File: config.mk
export PLATFORM = sky130hd
export DESIGN_NAME = match_sequencer
export DESIGN_NICKNAME = d
export VERILOG_FILES = /design/src/rtl/handball_pkg.sv /design/src/rtl/sw_edge.sv /design/src/rtl/match_sequencer.sv
export SDC_FILE = /design/constraint.sdc
export NUM_CORES = 1
export LEC_CHECK = 0
export CORE_UTILIZATION = 45
export CTS_CLUSTER_SIZE = 16
export DETAILED_ROUTE_END_ITERATION = 16
export PLACE_DENSITY = 0.62
export REMOVE_ABC_BUFFERS = 1
export SETUP_SLACK_MARGIN = 0.5
export SYNTH_ARGS = -nofsm -noshare
export SYNTH_HDL_FRONTEND = slang
export SYNTH_SLANG_ARGS = --single-unit
File: constraint.sdc
create_clock -name clk_game -period 3.5 [get_ports clk_game]
set_input_delay 0.525 -clock clk_game [delete_from_list [all_inputs] [get_ports clk_game]]
set_output_delay 0.525 -clock clk_game [all_outputs]
set_load 0.01 [all_outputs]
File: src/rtl/handball_pkg.sv
// Shared types, defaults and scoring rules
// for the handball match sequencer.
package handball_pkg;

   typedef enum logic [1:0] {
      SERVE_WAIT  = 2'd0,
      RALLY       = 2'd1,
      POINT_PAUSE = 2'd2,
      MATCH_OVER  = 2'd3
   } state_e;

   localparam int WIN_POINTS_DEF   = 11;
   localparam int SERVE_ROTATE_DEF = 2;
   localparam int PAUSE_TICKS_DEF  = 8;
   localparam int SCORE_W_DEF      = 5;

   // Two-point lead past the target, or the hard cap
   // at 2*win-1 where a single point of lead is enough.
   function automatic logic is_win(
      input logic [7:0] scorer,
      input logic [7:0] other,
      input logic [7:0] win_pts
   );
      logic [8:0] s;
      logic [8:0] o;
      logic [8:0] cap;
      s   = {1'b0, scorer};
      o   = {1'b0, other};
      cap = {win_pts, 1'b0} - 9'd1;
      return ((s >= {1'b0, win_pts}) &&
              (s >= o + 9'd2)) ||
             (s == cap);
   endfunction

endpackage

File: src/rtl/sw_edge.sv
// Registered rising-edge detector for a
// player switch already synchronous to clk.
module sw_edge (
   input  logic clk,
   input  logic rst_n,
   input  logic sw,
   output logic rise
);

   logic sw_q;

   always_ff @(posedge clk or negedge rst_n) begin
      if (!rst_n) begin
         sw_q <= 1'b0;
      end else begin
         sw_q <= sw;
      end
   end

   assign rise = sw & ~sw_q;

endmodule

File: src/rtl/match_sequencer.sv
// Match-level controller: serve, score,
// pause after each point, declare winner.
module match_sequencer
   import handball_pkg::*;
#(
   parameter int WIN_POINTS   = WIN_POINTS_DEF,
   parameter int SERVE_ROTATE = SERVE_ROTATE_DEF,
   parameter int PAUSE_TICKS  = PAUSE_TICKS_DEF,
   parameter int SCORE_W      = SCORE_W_DEF
) (
   input  logic               clk_game,
   input  logic               rst_n,
   input  logic               tick_en,
   input  logic               left_sw,
   input  logic               right_sw,
   input  logic               new_match,
   input  logic               point_left,
   input  logic               point_right,
   output logic               rally_start,
   output logic               serve_left,
   output logic               play_freeze,
   output logic [SCORE_W-1:0] score_left,
   output logic [SCORE_W-1:0] score_right,
   output logic               match_over,
   output logic               winner_left
);

   localparam logic [7:0] WIN8 = 8'(WIN_POINTS);
   localparam logic [7:0] PAUSE_LD = 8'(PAUSE_TICKS);
   localparam logic [2:0] ROT = 3'(SERVE_ROTATE);
   localparam logic [SCORE_W-1:0] DEUCE_AT =
      SCORE_W'(WIN_POINTS - 1);

   state_e state;
   state_e state_nx;

   logic [SCORE_W-1:0] score_l_q;
   logic [SCORE_W-1:0] score_l_nx;
   logic [SCORE_W-1:0] score_r_q;
   logic [SCORE_W-1:0] score_r_nx;
   logic [SCORE_W-1:0] new_l;
   logic [SCORE_W-1:0] new_r;

   logic       serve_q;
   logic       serve_nx;
   logic [2:0] scnt_q;
   logic [2:0] scnt_nx;
   logic [2:0] scnt_inc;
   logic [7:0] pcnt_q;
   logic [7:0] pcnt_nx;

   logic win_q;
   logic win_nx;
   logic win_left_q;
   logic win_left_nx;
   logic start_q;
   logic start_nx;
   logic over_q;
   logic over_nx;
   logic winner_q;
   logic winner_nx;

   logic left_rise;
   logic right_rise;
   logic server_rise;
   logic one_point;
   logic let_point;
   logic point_win;
   logic deuce;

   sw_edge u_edge_left (
      .clk   (clk_game),
      .rst_n (rst_n),
      .sw    (left_sw),
      .rise  (left_rise)
   );

   sw_edge u_edge_right (
      .clk   (clk_game),
      .rst_n (rst_n),
      .sw    (right_sw),
      .rise  (right_rise)
   );

   assign server_rise = serve_q ? left_rise : right_rise;
   assign one_point   = point_left ^ point_right;
   assign let_point   = point_left & point_right;

   assign new_l = (point_left && !point_right) ?
                  score_l_q + 1'b1 : score_l_q;
   assign new_r = (point_right && !point_left) ?
                  score_r_q + 1'b1 : score_r_q;

   assign point_win = point_left ?
      is_win(8'(new_l), 8'(new_r), WIN8) :
      is_win(8'(new_r), 8'(new_l), WIN8);

   assign deuce = (new_l >= DEUCE_AT) &&
                  (new_r >= DEUCE_AT);
   assign scnt_inc = scnt_q + 3'd1;

   always_ff @(posedge clk_game or negedge rst_n) begin
      if (!rst_n) begin
         state      <= SERVE_WAIT;
         score_l_q  <= '0;
         score_r_q  <= '0;
         serve_q    <= 1'b1;
         scnt_q     <= '0;
         pcnt_q     <= '0;
         win_q      <= 1'b0;
         win_left_q <= 1'b0;
         start_q    <= 1'b0;
         over_q     <= 1'b0;
         winner_q   <= 1'b0;
      end else begin
         state      <= state_nx;
         score_l_q  <= score_l_nx;
         score_r_q  <= score_r_nx;
         serve_q    <= serve_nx;
         scnt_q     <= scnt_nx;
         pcnt_q     <= pcnt_nx;
         win_q      <= win_nx;
         win_left_q <= win_left_nx;
         start_q    <= start_nx;
         over_q     <= over_nx;
         winner_q   <= winner_nx;
      end
   end

   always_comb begin
      state_nx    = state;
      score_l_nx  = score_l_q;
      score_r_nx  = score_r_q;
      serve_nx    = serve_q;
      scnt_nx     = scnt_q;
      pcnt_nx     = pcnt_q;
      win_nx      = win_q;
      win_left_nx = win_left_q;
      start_nx    = 1'b0;
      over_nx     = over_q;
      winner_nx   = winner_q;

      unique case (state)
         SERVE_WAIT: begin
            if (server_rise) begin
               state_nx = RALLY;
               start_nx = 1'b1;
            end
         end
         RALLY: begin
            if (let_point) begin
               state_nx = POINT_PAUSE;
               pcnt_nx  = PAUSE_LD;
            end else if (one_point) begin
               state_nx   = POINT_PAUSE;
               pcnt_nx    = PAUSE_LD;
               score_l_nx = new_l;
               score_r_nx = new_r;
               // The winning point keeps the serve as-is.
               if (point_win) begin
                  win_nx      = 1'b1;
                  win_left_nx = point_left;
               end else if (scnt_inc == ROT || deuce) begin
                  serve_nx = ~serve_q;
                  scnt_nx  = '0;
               end else begin
                  scnt_nx = scnt_inc;
               end
            end
         end
         POINT_PAUSE: begin
            if (tick_en) begin
               pcnt_nx = pcnt_q - 8'd1;
               if (pcnt_q == 8'd1) begin
                  if (win_q) begin
                     state_nx  = MATCH_OVER;
                     over_nx   = 1'b1;
                     winner_nx = win_left_q;
                  end else begin
                     state_nx = SERVE_WAIT;
                  end
               end
            end
         end
         MATCH_OVER: begin
            state_nx = MATCH_OVER;
         end
         default: begin
            state_nx = SERVE_WAIT;
         end
      endcase

      if (new_match) begin
         state_nx    = SERVE_WAIT;
         score_l_nx  = '0;
         score_r_nx  = '0;
         serve_nx    = 1'b1;
         scnt_nx     = '0;
         pcnt_nx     = '0;
         win_nx      = 1'b0;
         win_left_nx = 1'b0;
         start_nx    = 1'b0;
         over_nx     = 1'b0;
         winner_nx   = 1'b0;
      end
   end

   assign rally_start = start_q;
   assign serve_left  = serve_q;
   assign play_freeze = (state != RALLY);
   assign score_left  = score_l_q;
   assign score_right = score_r_q;
   assign match_over  = over_q;
   assign winner_left = winner_q;

endmodule

* After elaboration in Yosys (flattened, before gate mapping)
Cells that the tools add are included.
Operators by class: add/subtract/negate cells 6, magnitude comparators 6, equal/unequal tests 14, multiplexer cells 60, bitwise operators 7, reductions and logical operators 27
Operators by type and width (count):
- $mux W5 | 10
- $mux W8 | 4
- $mux W1 | 31
- $ge A5 B4 Y1 const B | 4
- $mux W3 | 6
- $pmux W8 S2 | 1
- $reduce_and A4 Y1 | 4
- $reduce_bool A2 Y1 | 8
- $mux W2 | 7
- $add A5 B2 Y6 const B | 2
- $ge A5 B6 Y1 | 2
- $add A5 B1 Y5 const B | 2
- $eq A5 B5 Y1 const B | 2
- $ne A3 B3 Y1 const B | 3
- $eq A8 B1 Y1 const B | 1
- $pmux W2 S4 | 1
- $sub A8 B1 Y8 const B | 1
- $reduce_and A3 Y1 | 2
- $logic_and A1 B1 Y1 | 5
- $reduce_and A5 Y1 | 1
- $eq A2 B2 Y1 const B | 2
- $ne A2 B2 Y1 const B | 2
- $ne A4 B4 Y1 const B | 1
- $add A3 B1 Y3 const B | 1
- other kinds (10) | 17
Word-level totals: register bits after elaboration 31, bits of input ports 8, output and inout bits 15, word-level logic and storage cells 133

* Depth between registers and ports, before layout
depth in word-level cells 13, mapped depth 13, mapped depth without buffers 13

* Hierarchy
A second synthesis with hierarchy kept.
Second synthesis, totals: cell total of the unflattened synthesis 280, area, all modules 2382.3 µm²
By module, submodules not included:
- match_sequencer | times used 1, cells each 276, area each 2304.7 µm², sequential area each 726.9 µm²
- sw_edge | times used 2, cells each 2, area each 38.8 µm², sequential area each 25.0 µm²

* Worst setup path before layout
Ideal clock, no wire load.
kind input port to flip-flop, from in point_left, to reg scnt_q[0], library setup time 0.125 ns, arrival time 2.799 ns, data required time 3.375 ns, path slack 0.576 ns, cell stages on the path 13, path buffers 1, path through inv_1 ha_1 buf_2 o22ai_1 nand2_2 xnor2_1 ha_1 nand2_1 o31ai_1 a21o_1 a21oi_4 a22oi_4 mux2_4
On the way: word-level cells in the longest chain between the ends 12, elaborated cells between the ends (all ways) 34, those cells by class 2 x add/sub; 6 x order compare; 4 x eq/ne; 9 x mux; 2 x bitwise; 11 x reduce/logical
Ends and longest elaborated chain:
- from (decl) | RTL line match_sequencer.sv:17 | input logic point_left,
- branches (longest 12 deep; another with $add A5 B2 Y6)
- to (signal assigned) | RTL line match_sequencer.sv:120 | scnt_q <= scnt_nx;
- to (decl) | RTL line match_sequencer.sv:46 | logic [2:0] scnt_q;
Parallel ways; which one is timed is not known. The select of a mux whose other input is x is not followed. A chain may end at the register's enable or synchronous reset.

* Worst setup path after layout
from in point_right, to reg scnt_q[1]
On the way: word-level cells in the longest chain between the ends 12, elaborated cells between the ends (all ways) 34, those cells by class 2 x add/sub; 6 x order compare; 4 x eq/ne; 9 x mux; 2 x bitwise; 11 x reduce/logical
Ends and longest elaborated chain:
- from (decl) | RTL line match_sequencer.sv:18 | input logic point_right,
- branches (longest 12 deep; another with $add A5 B2 Y6)
Parallel ways; which one is timed is not known. The select of a mux whose other input is x is not followed.

==> run summary <==
fmax: 352 MHz
top cell type's share of synthesized area: 0.307
I/O Buffers: 22
final core occ: 0.599
EDFF count, synth: 0
cells after synthesis: 279
Max-Cap Viols: 0
Seq/Total Area, Yosys: 0.317
GRT Total Usage: 0.214
peak supply drop: 0.265 mV
die width: 75.8 um
CP max stage delay: 0.31 ns
drc violations: 0
die area: 5740 um2
total wire length: 5510 um
TritonRoute pass-1 iters: 4
Slew Limit Fails: 0
First DRT Iteration DRCs: 82
CP Launch Point: point_right
Final Hold Fails: 0
Max Buffers Root-to-Sink: 2
Finished Cell Area: 3100 um2
cell with the most instances after synthesis: dfrtp_1
fin cells: 390
first-pass GRT wire length: 9090 um
Worst Path Arrival: 3.01 ns
vias in the first global route: 1983
total grt overflow: 0
Synth area leader: dfrtp_1
crit path max-delay cell type: mux2_4
count of cell types in the netlist: 60
Main synth FF type: dfrtp_1
Initial Util: 0.473
fraction of the cycle the final worst path needs: 0.812
Cell Pwr Density: 256 nW/um2
P_leak: 0.00133 uW
Crit. End Element: flop
core area: 5170 um2
flop-to-flop setup slack: 0.71 ns
ANT cells: 0
# rows: 26
worst hold path type: reg2reg
largest net degree at the start of global routing: 32
CP max FO: 4
Reg-to-Reg End: scnt_q[1]$_DFFE_PN0P_
Relative slew margins: 0.649
Area after DPL: 2840 um2
share of cells above drive strength 1: 0.222
nets@finish: 344
placed cell count: 378
Setup crit end: scnt_q[1]$_DFFE_PN0P_
R2R depth: 11
synth-to-layout area growth: 26.5%
most frequent cells after synthesis: dfrtp_1 (30), nand2_1 (24), nor2_1 (21), o21ai_0 (20), a21oi_1 (18)
syn avg cell area: 8.78 um2
CTS buffer count: 5
Synth Register Bits: 31
TNS Setup: 0 ns
fillers: 457
# clock sinks: 31
DP Wirelength: 3980 um
GP Congestion: 0.871
vias per cell: 5.43
RSZ-0062 raised after global routing: no
crit path cell chain: dlygate4sd2_1 -> inv_1 -> ha_4 -> nand4_2 -> xnor2_2 -> buf_4 -> xnor2_1 -> ha_1 -> a311oi_1 -> nand2_1 -> o211ai_4 -> a22oi_4 -> mux2_4
initial antenna violation count: 0
Crit Path Category: in2reg
I/O pins: 23
final setup violation count: 0
yosys warns: 0
Max Clock Skew: 0.00948 ns
H-tree levels: 2
Root Driver: clkbuf_8
via count: 2118
worst skew pair latency: 0.29 ns
WP data required: 3.67 ns
DIE HEIGHT: 75.8 um
WHS: 0.483 ns
status: finished clean
mapped cell area: 2450 um2
Min Clock Period, post-route: 2.84 ns
CP startpoint kind: input port
Area contributors post-synth: dfrtp_1 (31%), ha_1 (8.2%), xnor2_1 (4.6%)
Worst-Margin Slew: 0.526 ns
Wirelength per Cell: 14.1 um
r2r startpoint: score_left[0]$_DFFE_PN0P_
Antenna Nets Post-Route: 0
CTS Hold Bufs: 0
clock-pin slew on the worst setup and hold paths: 0.06 ns
share of flip-flops with an asynchronous set or reset: 1.00
TritonCTS clock tree: yes
-- flip-flops by register name, indices dropped and copies added, names as in the netlist --
register and count:
pcnt_q 8, scnt_q 3, state 2, u_edge_left.sw_q 1, winner_left 1, match_over 1
score_right 5, u_edge_right.sw_q 1, score_left 5, serve_left 1, rally_start 1, win_left_q 1
win_q 1
-- layout make-up --
cell class,instances,area (um2),share of cell area
flip-flops and latches,31,781,0.252
repair buffers,45,414,0.134
clock inverters,1,5.00,0.00162
clock buffers,6,82.6,0.0267
well taps,70,87.6,0.0283
inverters,17,63.8,0.0206
multi-input cells,220,1660,0.537
-- placed cells by master (no fill, tap or decap), drive strengths merged, types with 4 or more instances in the layout --
cell type      count
dfrtp             30
nor2              21
clkdlybuf4s50     20
o21ai             26
or3               10
xnor2             15
clkbuf             6
nand2b            13
a31oi              5
buf               23
ha                16
inv               17
nand2             25
nor2b              4
a21o               4
xor2               7
a21oi             19
nor3              11
nand4              4
nand3              4
-- metrics by stage --
stage	worst slack, ns	total power [uW]
detailed placement	-0.0638	506
finish	0.660	792
floorplan	0.398	455
CTS	0.517	807
global route	0.513	832
global placement	0.0242	504
-- how the worst min path moves through the flow --
stage                     depth (start not counted)                  start  slack (ns)                      to
after detailed placement                          1  pcnt_q[4]$_DFFE_PN0P_        0.47   pcnt_q[4]$_DFFE_PN0P_
after global routing                              1  pcnt_q[4]$_DFFE_PN0P_        0.51   pcnt_q[4]$_DFFE_PN0P_
final                                             1  pcnt_q[4]$_DFFE_PN0P_        0.48   pcnt_q[4]$_DFFE_PN0P_
after global placement                            1  pcnt_q[4]$_DFFE_PN0P_        0.47   pcnt_q[4]$_DFFE_PN0P_
after floorplan                                   0                  rst_n        0.23  match_over$_DFFE_PN0P_
after CTS                                         1  pcnt_q[4]$_DFFE_PN0P_        0.49   pcnt_q[4]$_DFFE_PN0P_
-- per-layer routing --
layer	share of wire	GRT usage
met1	0.48	0.281
met2	0.48	0.353
met3	0.032	0.0397
met4	0.013	0.0761
met5	0	0
-- where the power goes --
| group | leakage (uW) | switching, uW | internal, uW | total [uW] |
|---|---|---|---|---|
| Clock | 0.0000470 | 131 | 154 | 285 |
| Sequential | 0.000416 | 10.1 | 369 | 379 |
| Combinational | 0.000863 | 72.6 | 55.6 | 128 |
-- worst max-delay path: cells and delay by family --
| family | cells | cell delay, ns |
|---|---|---|
| buf+inv | 3 | 0.55 |
| compound gates | 3 | 0.53 |
| fa+ha+maj | 2 | 0.45 |
| xor+xnor | 2 | 0.36 |
| mux | 1 | 0.31 |
| simple gates | 2 | 0.27 |
-- what timing repair did --
item / CTS / global route
pin swaps: 10 / 0
setup endpoints to repair: 6 / 6
buffers inserted: 5 / 0
resized for setup: 23 / 6
-- logic make-up after synthesis --
logic type               Yosys count  share of synthesized area
AO/OA/AOI/OAI                     72                      0.195
XOR/XNOR                          22                     0.0925
adder cells (fa/ha/maj)           16                     0.0818
buffers and inverters             28                     0.0526
flip-flops                        31                      0.317
multiplexers                       5                     0.0245
AND/OR/NAND/NOR                  105                      0.237
No activity file was read; power rests on OpenSTA's default activity.
